**src/rtl/spi_cfg_arbiter_if.sv**
```systemverilog
// Bundle of requester-side and SPI-master-side signals around the
// configuration SPI arbiter. The slave modport is the arbiter's view.
// The master modport is the view of the surrounding logic, which drives
// the requests and the SPI master responses.
interface spi_cfg_arbiter_if #(
  parameter int NUM_REQ         = 3,
  parameter int MOSI_DATA_WIDTH = 24,
  parameter int MISO_DATA_WIDTH = 8
);
  // Requester side
  logic [NUM_REQ-1:0]                 req_i;
  logic [NUM_REQ-1:0]                 grant_o;
  logic [NUM_REQ-1:0]                 req_wr_cmd_i;
  logic [NUM_REQ-1:0]                 req_rd_cmd_i;
  logic [NUM_REQ*MOSI_DATA_WIDTH-1:0] req_wr_data_i;
  logic [MISO_DATA_WIDTH:0]           req_rd_data_o;
  logic [NUM_REQ-1:0]                 req_busy_o;

  // SPI master side
  logic                               spi_wr_cmd_o;
  logic                               spi_rd_cmd_o;
  logic [MOSI_DATA_WIDTH-1:0]         spi_wr_data_o;
  logic [MISO_DATA_WIDTH:0]           spi_rd_data_i;
  logic                               spi_busy_i;
  logic                               spi_cs_n_i;

  // Device chip-selects and protocol error
  logic [NUM_REQ-1:0]                 dev_cs_n_o;
  logic                               err_o;

  modport slave (
    input  req_i, req_wr_cmd_i, req_rd_cmd_i, req_wr_data_i,
    input  spi_rd_data_i, spi_busy_i, spi_cs_n_i,
    output grant_o, req_rd_data_o, req_busy_o,
    output spi_wr_cmd_o, spi_rd_cmd_o, spi_wr_data_o,
    output dev_cs_n_o, err_o
  );

  modport master (
    output req_i, req_wr_cmd_i, req_rd_cmd_i, req_wr_data_i,
    output spi_rd_data_i, spi_busy_i, spi_cs_n_i,
    input  grant_o, req_rd_data_o, req_busy_o,
    input  spi_wr_cmd_o, spi_rd_cmd_o, spi_wr_data_o,
    input  dev_cs_n_o, err_o
  );
endinterface

```
**src/rtl/spi_cfg_arbiter.sv**
```systemverilog
// Shares the single board SPI master between the AD9517 configurator (0)
// and the two AD9434 configurators (1, 2). One requester owns the bus per
// session, and ownership rotates round-robin. The owner's commands and data
// go straight to the master, and the master's chip-select is steered to the
// owner's device only. A fixed idle gap follows each session, and all
// chip-selects are held high during that gap.
//
// Handshake: a requester holds req_i high for the whole session. It may
// pulse a write or read command only while its own req_busy_o is 0. The
// arbiter does not queue anything. A command that does not come from the
// current owner is dropped, and err_o pulses one cycle later.
module spi_cfg_arbiter #(
  parameter int NUM_REQ         = 3,
  parameter int MOSI_DATA_WIDTH = 24,
  parameter int MISO_DATA_WIDTH = 8,
  parameter int GAP_CYCLES      = 4
) (
  input  logic                clk,
  input  logic                rstn,
  spi_cfg_arbiter_if.slave    bus,
  output logic [1:0]          dbg_state
);

  localparam int IDX_W = (NUM_REQ > 1) ? $clog2(NUM_REQ) : 1;

  typedef enum logic [1:0] {
    S_IDLE  = 2'd0,
    S_OWN   = 2'd1,
    S_DRAIN = 2'd2,
    S_GAP   = 2'd3
  } state_t;

  state_t             state_q, state_d;
  logic [NUM_REQ-1:0] grant_q, grant_d;
  logic [IDX_W-1:0]   gidx_q, gidx_d;
  logic [IDX_W-1:0]   rr_q, rr_d;
  logic [3:0]         gap_q, gap_d;
  logic               err_q, err_d;
  logic               pick_valid;
  logic [IDX_W-1:0]   pick_idx;
  logic               fwd_en;

  // Round-robin pick: first active request starting at rr_q, wrapping around.
  always_comb begin
    int k;
    k          = 0;
    pick_valid = 1'b0;
    pick_idx   = '0;
    for (int i = 0; i < NUM_REQ; i++) begin
      k = int'(rr_q) + i;
      if (k >= NUM_REQ) k = k - NUM_REQ;
      if (!pick_valid && bus.req_i[k]) begin
        pick_valid = 1'b1;
        pick_idx   = IDX_W'(k);
      end
    end
  end

  // Session FSM: next state, grant, owner index, rotation pointer, gap count.
  always_comb begin
    state_d = state_q;
    grant_d = grant_q;
    gidx_d  = gidx_q;
    rr_d    = rr_q;
    gap_d   = gap_q;
    case (state_q)
      S_IDLE: begin
        if (pick_valid) begin
          state_d = S_OWN;
          gidx_d  = pick_idx;
          grant_d = {{(NUM_REQ-1){1'b0}}, 1'b1} << pick_idx;
        end
      end
      S_OWN: begin
        if (!bus.req_i[gidx_q]) begin
          rr_d = (gidx_q == IDX_W'(NUM_REQ-1)) ? '0 : gidx_q + IDX_W'(1);
          if (bus.spi_busy_i) begin
            state_d = S_DRAIN;
          end else begin
            state_d = S_GAP;
            grant_d = '0;
            gap_d   = '0;
          end
        end
      end
      S_DRAIN: begin
        if (!bus.spi_busy_i) begin
          state_d = S_GAP;
          grant_d = '0;
          gap_d   = '0;
        end
      end
      S_GAP: begin
        if (gap_q == 4'(GAP_CYCLES-1)) state_d = S_IDLE;
        else                           gap_d   = gap_q + 4'd1;
      end
      default: state_d = S_IDLE;
    endcase
  end

  // A command from any requester that does not hold the grant is an error.
  // The owner's own command in its release cycle is only masked.
  always_comb begin
    err_d = |((bus.req_wr_cmd_i | bus.req_rd_cmd_i) & ~grant_q);
  end

  // State and session registers.
  always_ff @(posedge clk or negedge rstn) begin
    if (!rstn) begin
      state_q <= S_IDLE;
      grant_q <= '0;
      gidx_q  <= '0;
      rr_q    <= '0;
      gap_q   <= '0;
      err_q   <= 1'b0;
    end else begin
      state_q <= state_d;
      grant_q <= grant_d;
      gidx_q  <= gidx_d;
      rr_q    <= rr_d;
      gap_q   <= gap_d;
      err_q   <= err_d;
    end
  end

  // Forward the owner's command path. Commands pass only while the owner
  // still holds its request. Once it drops, they are masked.
  always_comb begin
    fwd_en            = (state_q == S_OWN) && bus.req_i[gidx_q];
    bus.spi_wr_cmd_o  = fwd_en & bus.req_wr_cmd_i[gidx_q];
    bus.spi_rd_cmd_o  = fwd_en & bus.req_rd_cmd_i[gidx_q];
    bus.spi_wr_data_o = '0;
    if (state_q == S_OWN)
      bus.spi_wr_data_o = bus.req_wr_data_i[int'(gidx_q)*MOSI_DATA_WIDTH +: MOSI_DATA_WIDTH];
  end

  // grant_q is non-zero only in OWN/DRAIN. It therefore alone selects which
  // chip-select and busy bit follow the master. All other bits stay high.
  assign bus.dev_cs_n_o    = ~grant_q | {NUM_REQ{bus.spi_cs_n_i}};
  assign bus.req_busy_o    = ~grant_q | {NUM_REQ{bus.spi_busy_i}};
  assign bus.req_rd_data_o = bus.spi_rd_data_i;
  assign bus.grant_o       = grant_q;
  assign bus.err_o         = err_q;
  assign dbg_state         = state_q;

endmodule

```
**src/flat_wrapper.sv**
```systemverilog
// flat-port wrapper written by rule: the top's interface ports become plain ports
module spi_cfg_arbiter_flat 
#(
  parameter int NUM_REQ         = 3,
  parameter int MOSI_DATA_WIDTH = 24,
  parameter int MISO_DATA_WIDTH = 8,
  parameter int GAP_CYCLES      = 4
)
  (clk, rstn, dbg_state, bus_req_i, bus_req_wr_cmd_i, bus_req_rd_cmd_i, bus_req_wr_data_i, bus_spi_rd_data_i, bus_spi_busy_i, bus_spi_cs_n_i, bus_grant_o, bus_req_rd_data_o, bus_req_busy_o, bus_spi_wr_cmd_o, bus_spi_rd_cmd_o, bus_spi_wr_data_o, bus_dev_cs_n_o, bus_err_o);
  spi_cfg_arbiter_if #(.NUM_REQ(NUM_REQ), .MOSI_DATA_WIDTH(MOSI_DATA_WIDTH), .MISO_DATA_WIDTH(MISO_DATA_WIDTH)) bus_i ();
  input  logic clk;
  input  logic rstn;
  output logic [1:0] dbg_state;
  input wire logic [$bits(bus_i.req_i)-1:0] bus_req_i;
  input wire logic [$bits(bus_i.req_wr_cmd_i)-1:0] bus_req_wr_cmd_i;
  input wire logic [$bits(bus_i.req_rd_cmd_i)-1:0] bus_req_rd_cmd_i;
  input wire logic [$bits(bus_i.req_wr_data_i)-1:0] bus_req_wr_data_i;
  input wire logic [$bits(bus_i.spi_rd_data_i)-1:0] bus_spi_rd_data_i;
  input wire logic [$bits(bus_i.spi_busy_i)-1:0] bus_spi_busy_i;
  input wire logic [$bits(bus_i.spi_cs_n_i)-1:0] bus_spi_cs_n_i;
  output wire logic [$bits(bus_i.grant_o)-1:0] bus_grant_o;
  output wire logic [$bits(bus_i.req_rd_data_o)-1:0] bus_req_rd_data_o;
  output wire logic [$bits(bus_i.req_busy_o)-1:0] bus_req_busy_o;
  output wire logic [$bits(bus_i.spi_wr_cmd_o)-1:0] bus_spi_wr_cmd_o;
  output wire logic [$bits(bus_i.spi_rd_cmd_o)-1:0] bus_spi_rd_cmd_o;
  output wire logic [$bits(bus_i.spi_wr_data_o)-1:0] bus_spi_wr_data_o;
  output wire logic [$bits(bus_i.dev_cs_n_o)-1:0] bus_dev_cs_n_o;
  output wire logic [$bits(bus_i.err_o)-1:0] bus_err_o;
  assign bus_i.req_i = bus_req_i;
  assign bus_i.req_wr_cmd_i = bus_req_wr_cmd_i;
  assign bus_i.req_rd_cmd_i = bus_req_rd_cmd_i;
  assign bus_i.req_wr_data_i = bus_req_wr_data_i;
  assign bus_i.spi_rd_data_i = bus_spi_rd_data_i;
  assign bus_i.spi_busy_i = bus_spi_busy_i;
  assign bus_i.spi_cs_n_i = bus_spi_cs_n_i;
  assign bus_grant_o = bus_i.grant_o;
  assign bus_req_rd_data_o = bus_i.req_rd_data_o;
  assign bus_req_busy_o = bus_i.req_busy_o;
  assign bus_spi_wr_cmd_o = bus_i.spi_wr_cmd_o;
  assign bus_spi_rd_cmd_o = bus_i.spi_rd_cmd_o;
  assign bus_spi_wr_data_o = bus_i.spi_wr_data_o;
  assign bus_dev_cs_n_o = bus_i.dev_cs_n_o;
  assign bus_err_o = bus_i.err_o;
  spi_cfg_arbiter #(.NUM_REQ(NUM_REQ), .MOSI_DATA_WIDTH(MOSI_DATA_WIDTH), .MISO_DATA_WIDTH(MISO_DATA_WIDTH), .GAP_CYCLES(GAP_CYCLES)) u_core (.clk(clk), .rstn(rstn), .bus(bus_i), .dbg_state(dbg_state));
endmodule
```
**config.mk**
```make
export PLATFORM = sky130hd
export DESIGN_NAME = spi_cfg_arbiter_flat
export DESIGN_NICKNAME = d
export VERILOG_FILES = /design/src/rtl/spi_cfg_arbiter_if.sv /design/src/rtl/spi_cfg_arbiter.sv /design/src/flat_wrapper.sv
export SDC_FILE = /design/constraint.sdc
export NUM_CORES = 1
export LEC_CHECK = 0
export CORE_MARGIN = 8
export CORE_UTILIZATION = 31
export CTS_CLUSTER_SIZE = 28
export DETAILED_ROUTE_END_ITERATION = 8
export PLACE_DENSITY_LB_ADDON = 0.12
export SLEW_MARGIN = 20
export SYNTH_ARGS = -nofsm -noshare
export SYNTH_HDL_FRONTEND = slang
export SYNTH_SLANG_ARGS = --single-unit
```
**constraint.sdc**
```tcl
create_clock -name clk -period 2.1 [get_ports clk]
set_input_delay 0.63 -clock clk [delete_from_list [all_inputs] [get_ports clk]]
set_output_delay 0.63 -clock clk [all_outputs]
set_load 0.03 [all_outputs]
```
### Yosys cells after proc, flatten, opt, wreduce, memory -nomap -nowiden

Index checks and enable logic that the tools add are counted.

| word-level totals | value |
|---|---|
| register bits | 14 |
| input bits | 94 |
| word-level logic and storage cells | 95 |

| cells by class | value |
|---|---|
| $add $sub $neg | 7 |
| multipliers | 1 |
| order comparisons | 7 |
| eq/ne operators | 10 |
| shift-type cells | 2 |
| muxes and demuxes | 40 |
| bitwise operators | 8 |
| reductions and logical operators | 14 |

Operator list:

| operator | number |
|---|---|
| $lt A32 B4 Y1 const B | 3 |
| $mux W32 | 3 |
| $shiftx A72 B32 Y24 | 1 |
| $ge A32 B3 Y1 const B | 2 |
| $sub A32 B3 Y32 const B | 2 |
| $mux W24 | 1 |
| $mux W2 | 8 |
| $mux W1 | 13 |
| $bmux W1 S2 | 6 |
| $mux W4 | 3 |
| $pmux W4 S3 | 1 |
| $mux W3 | 3 |
| $or A3 B3 Y3 | 3 |
| $pmux W3 S3 | 1 |
| $pmux W2 S4 | 1 |
| $eq A2 B2 Y1 const B | 3 |
| $ne A2 B2 Y1 const B | 3 |
| $reduce_and A3 Y1 | 2 |
| $reduce_bool A3 Y1 | 2 |
| $add A4 B1 Y4 const B | 1 |
| $eq A4 B2 Y1 const B | 1 |
| $mul A2 B2 Y4 const B | 1 |
| $ne A2 B1 Y1 const B | 2 |
| $reduce_and A2 Y1 | 2 |
| other kinds (17) | 21 |

### Logic depth before layout (Yosys ltp)

| depth | value |
|---|---|
| depth after elaboration | 15 |
| gate-level depth with buffers | 7 |
| mapped depth without buffers | 7 |

### Least setup slack after synthesis

No wires, ideal clock.

| path | value |
|---|---|
| path type | reg2out |
| from | reg u_core.gidx_q[1] |
| to | out bus_spi_rd_cmd_o |
| arrival time | 1.588 ns |
| required time | 1.470 ns |
| setup slack | -0.118 ns |
| stages on the path, launching flop included | 7 |
| path through | dfrtp_1 > buf_2 > nor2b_1 > clkbuf_1 > clkbuf_1 > a21oi_1 > nor2_1 |

| on the way | value |
|---|---|
| cells in the longest elaborated chain, start to end | 4 |
| elaborated cells between the ends (all ways) | 6 |

Ends and longest elaborated chain:

| what | RTL line | source |
|---|---|---|
| from (decl) | spi_cfg_arbiter.sv:35 | `logic [IDX_W-1:0] gidx_q, gidx_d;` |
| from (signal assigned) | spi_cfg_arbiter.sv:119 | `gidx_q <= gidx_d;` |
| $bmux W1 S2 | spi_cfg_arbiter.sv:129 | `fwd_en = (state_q == S_OWN) && bus.req_i[gidx_q];` |
| $mux W1 (not written as such) | spi_cfg_arbiter.sv:129 |  |
| $logic_and A1 B1 Y1 | spi_cfg_arbiter.sv:129 |  |
| $and A1 B1 Y1 (*) | spi_cfg_arbiter.sv:131 | `bus.spi_rd_cmd_o = fwd_en & bus.req_rd_cmd_i[gidx_q];` |
| to (decl) | flat_wrapper.sv:25 | `output wire logic [$bits(bus_i.spi_rd_cmd_o)-1:0] bus_spi_rd_cmd_o;` |

Mark *: on every way between the ends. The rest lies on a longest branch, timed or not. The select of a mux whose other input is x is not followed.

### Final worst setup path

| path | value |
|---|---|
| from | in bus_req_wr_data_i[54] |
| to | out bus_spi_wr_data_o[6] |

| on the way | value |
|---|---|
| cells in the longest elaborated chain, start to end | 2 |

Ends and longest elaborated chain:

| what | RTL line | source |
|---|---|---|
| from (decl) | flat_wrapper.sv:17 | `input wire logic [$bits(bus_i.req_wr_data_i)-1:0] bus_req_wr_data_i;` |
| $shiftx A72 B32 Y24 | spi_cfg_arbiter.sv:134 | `bus.spi_wr_data_o = bus.req_wr_data_i[int'(gidx_q)*MOSI_DATA_WIDTH +: MOSI_DATA_WIDTH];` |
| $mux W24 | spi_cfg_arbiter.sv:133 | `if (state_q == S_OWN)` |
| to (decl) | flat_wrapper.sv:26 | `output wire logic [$bits(bus_i.spi_wr_data_o)-1:0] bus_spi_wr_data_o;` |

Every way passes these cells.

==> flow_metrics.py <==
metrics = {
    "detailed_routing": {
        "viasPerCell": 4.93,
        "drt_iter0_markers": 50,
        "wl_per_cell_um": 17.8,
        "drtPass1Iterations": 4,
        "drtAntennaViolNets": 0,
        "num_vias": 2256,
        "drc": 0,
        "routed_wl_um": 8150,
    },
    "critical_path": {
        "critical_path_peak_fanout": 1,
        "crit_buf_inv": 2,
        "critical_path_class": "primary input to output pin",
        "crit_chain": "clkdlybuf4s50_1 > mux2i_1 > o21ai_0 > and2_2 > buf_6",
        "critPathTopFamily": "buffers and inverters",
        "slowest_stage": "clkdlybuf4s50_1",
        "critPathLaunchType": "primary input",
        "cp.arrival_ns": 1.61,
        "critPathCaptureType": "output pin",
        "required_ns": 1.47,
        "critical_path.max_stage_delay_ns": 0.40,
    },
    "timing": {
        "worst_slack_ns": -0.142,
        "period_needed_ns": 2.24,
        "tightest_slew_ns": 0.358,
        "finClkSkew_ns": 0.00280,
        "drv_slew": 0,
        "hold_violations": 0,
        "slew_headroom_pct": 75.5,
        "setup_viol": 26,
        "final.setup.tns_ns": -2.39,
        "post-route-period-util_pct": 107,
        "timing.fmax_mhz": 446,
        "rsz0062_at_grt": "yes",
        "timing.hold.ws_ns": 0.537,
    },
    "grt": {
        "grt_overflow": 0,
        "grt_pass1_vias": 2297,
        "grt_use_total_pct": 16.9,
        "grt_antenna_before_repair": 0,
        "grt_pass1_wl_um": 12100,
        "grt_max_degree": 25,
    },
    "placement": {
        "place_inst": 444,
        "place_congestion": 0.841,
        "preCtsSetupSlack_ns": -0.438,
        "dp_hpwl_um": 6210,
        "io_buffers": 122,
    },
    "finish": {
        "area_delta_synth_final_pct": 98.3,
        "final_core_util_pct": 63.0,
        "nNetsFinal": 487,
        "fill_cells": 508,
        "drive_gt1_share_pct": 36.6,
        "instances_no_fill": 458,
        "insertedDiodeCount": 0,
    },
    "run_status": {
        "violations": "negative setup slack",
        "outcome": "complete, but fails checks",
    },
    "yosys": {
        "synth_fp_nets": 344,
        "netlist_instances": 241,
        "synth_cell_type_count": 42,
        "synthArstFlopShare_pct": 100,
        "synth_largest_area_cell": "dfrtp_1",
        "yosysTopAreaCellShare_pct": 18.9,
        "synth-seq-cells": 14,
        "yosysWarningCount": 0,
        "synth_edf_count": 0,
        "synth_ff_type": "dfrtp_1",
        "netlist_area_mm2": 0.00186,
        "synth_area_leaders": "dfrtp_1, mux2i_1, and2_1",
        "seq_area_frac_synth_pct": 18.9,
        "avgSynthCellArea_um2": 7.71,
    },
    "min_path": {
        "hold_path_class": "register to register",
    },
    "clock_tree": {
        "htreeDepth": 1,
        "cts_sinks": 14,
        "cts_tree": "built",
        "clk_pin_slew_worst_paths_ns": 0.06,
        "clk_latency_ns": 0.25,
        "clock-root-buffer": "clkbuf_8",
        "clk_path_buf_depth": 2,
        "cts.hold.buffers_added": 0,
        "numCtsBuffers": 3,
    },
    "pwr": {
        "power_leakage_nw": 1.63,
        "p_per_area_mw_per_mm2": 1230,
        "peakVddDrop_v": 0.000765,
    },
    "floorplan": {
        "ios": 141,
        "core_mm2": 0.00585,
        "dieArea_mm2": 0.00873,
        "initial_core_util_pct": 31.8,
        "die_y_um": 93.4,
        "die_w_um": 93.4,
        "num_rows": 28,
    },
    "run": {
        "maxCapViolCount": 0,
    },
}
[path summary, 6_finish.rpt]
kind | depth (start not counted) | startpoint | slack, ns | end
hold / removal | 1 | u_core.gap_q[1] | 0.54 | u_core.gap_q[1]
min in group asynchronous | 2 | rstn | 0.70 | u_core.dbg_state[1]
setup / recovery | 5 | bus_req_wr_data_i[54] | -0.14 | bus_spi_wr_data_o[6]
hold reg to reg | 1 | u_core.gap_q[1] | 0.54 | u_core.gap_q[1]
max in group asynchronous | 2 | rstn | 1.21 | u_core.rr_q[1]
setup reg to reg | 7 | u_core.rr_q[0] | 0.08 | u_core.dbg_state[1]
[power by group]
part | total, mW | internal (mW) | switching (mW) | leakage, nW
clock network | 0.269 | 0.166 | 0.103 | 0.0288
registers | 0.507 | 0.378 | 0.129 | 0.172
logic | 3.75 | 1.90 | 1.85 | 1.43
total | 4.52 | 2.44 | 2.08 | 1.63
[per-layer routing]
layer	GRT usage, %	wire length [um]	vias to the layer above
li1	-	-	1123
met1	21.1	3500	1032
met2	29.0	3950	97
met3	4.41	665	4
met4	2.28	25	0
met5	0	0	-
[metrics by stage]
stage	power (mW)	instance area, um^2
after floorplan	2.37	1890
after global placement	3.50	3250
after detailed placement	3.52	3250
after CTS	4.21	3510
after global routing	4.84	3680
final	4.52	3680
[logic make-up (layout without fill, tap and decap cells)]
kind of cell | count (synthesis) | count (layout) | synth area share (%)
adder cells (fa/ha/maj) | 9 | 9 | 6.06
AND/OR/NAND/NOR | 93 | 93 | 26.8
AO/OA/AOI/OAI | 62 | 62 | 21.7
buffers and inverters | 30 | 172 | 8.08
flip-flops | 14 | 14 | 18.9
multiplexers | 33 | 33 | 18.5
[placed cells by master, fill, tap and decap left out, drive strengths merged, types with 2 or more instances in the layout]
cell,Yosys,final
nand3,3,3
a211o,2,2
and2,25,25
or3,2,2
clkbuf,10,6
a21oi,5,5
buf,12,69
nor2b,4,4
mux2i,28,28
dlymetal6s2s,0,8
a21o,2,2
ha,9,9
inv,8,8
nand2,35,35
nor2,7,7
a22o,3,3
o21ai,32,32
dfrtp,14,14
clkdlybuf4s50,0,73
mux2,5,5
o41ai,2,2
o31ai,4,4
nand3b,5,5
dlygate4sd2,0,7
a211oi,3,3
nand2b,9,9
[Yosys cell counts, types with 2 or more instances]
master     n
o31ai_1    4
mux2_2     3
o21ai_0   30
a21o_1     2
buf_2      3
nand3b_1   5
clkbuf_1  10
nand2_1   35
nand3_1    3
mux2_4     2
o41ai_1    2
buf_4      9
o21ai_2    2
a21oi_1    5
nor2_1     7
dfrtp_1   14
a211oi_1   2
mux2i_1   28
a22o_1     3
and2_1    24
nor2b_1    4
a211o_1    2
ha_1       9
nand2b_1   8
inv_1      8
[flip-flops by register name, indices dropped and copies added (netlist names)]
register / flops
u_core.dbg_state: 2
u_core.rr_q: 2
u_core.bus.grant_o: 3
u_core.gap_q: 4
u_core.bus.err_o: 1
u_core.gidx_q: 2
[repair_timing]
item / in CTS / in global routing
cloned: 2 / 2
buffers inserted: 6 / 3
endpoints found under the setup margin: 37 / 33
pin swaps: 10 / 24
gates resized for setup: 57 / 65
[cell type report]
type	instances	area (um^2)	share of cell area [%]
inverters	8	30.0	0.815
multi-input cells	197	1520	41.2
clock buffers	4	55.1	1.49
flip-flops and latches	14	357	9.68
repair buffers	160	1630	44.3
well taps	75	93.8	2.55
[worst register-to-register path: cells and delay by family (launching register included)]
family                   cells  cell delay (ns)
AO/OA/AOI/OAI                3             0.76
flip-flops                   1             0.41
buffers and inverters        1             0.06
multiplexers                 1             0.28
AND/OR/NAND/NOR              1             0.19
adder cells (fa/ha/maj)      1             0.20
No activity file was read; power rests on OpenSTA's default activity.
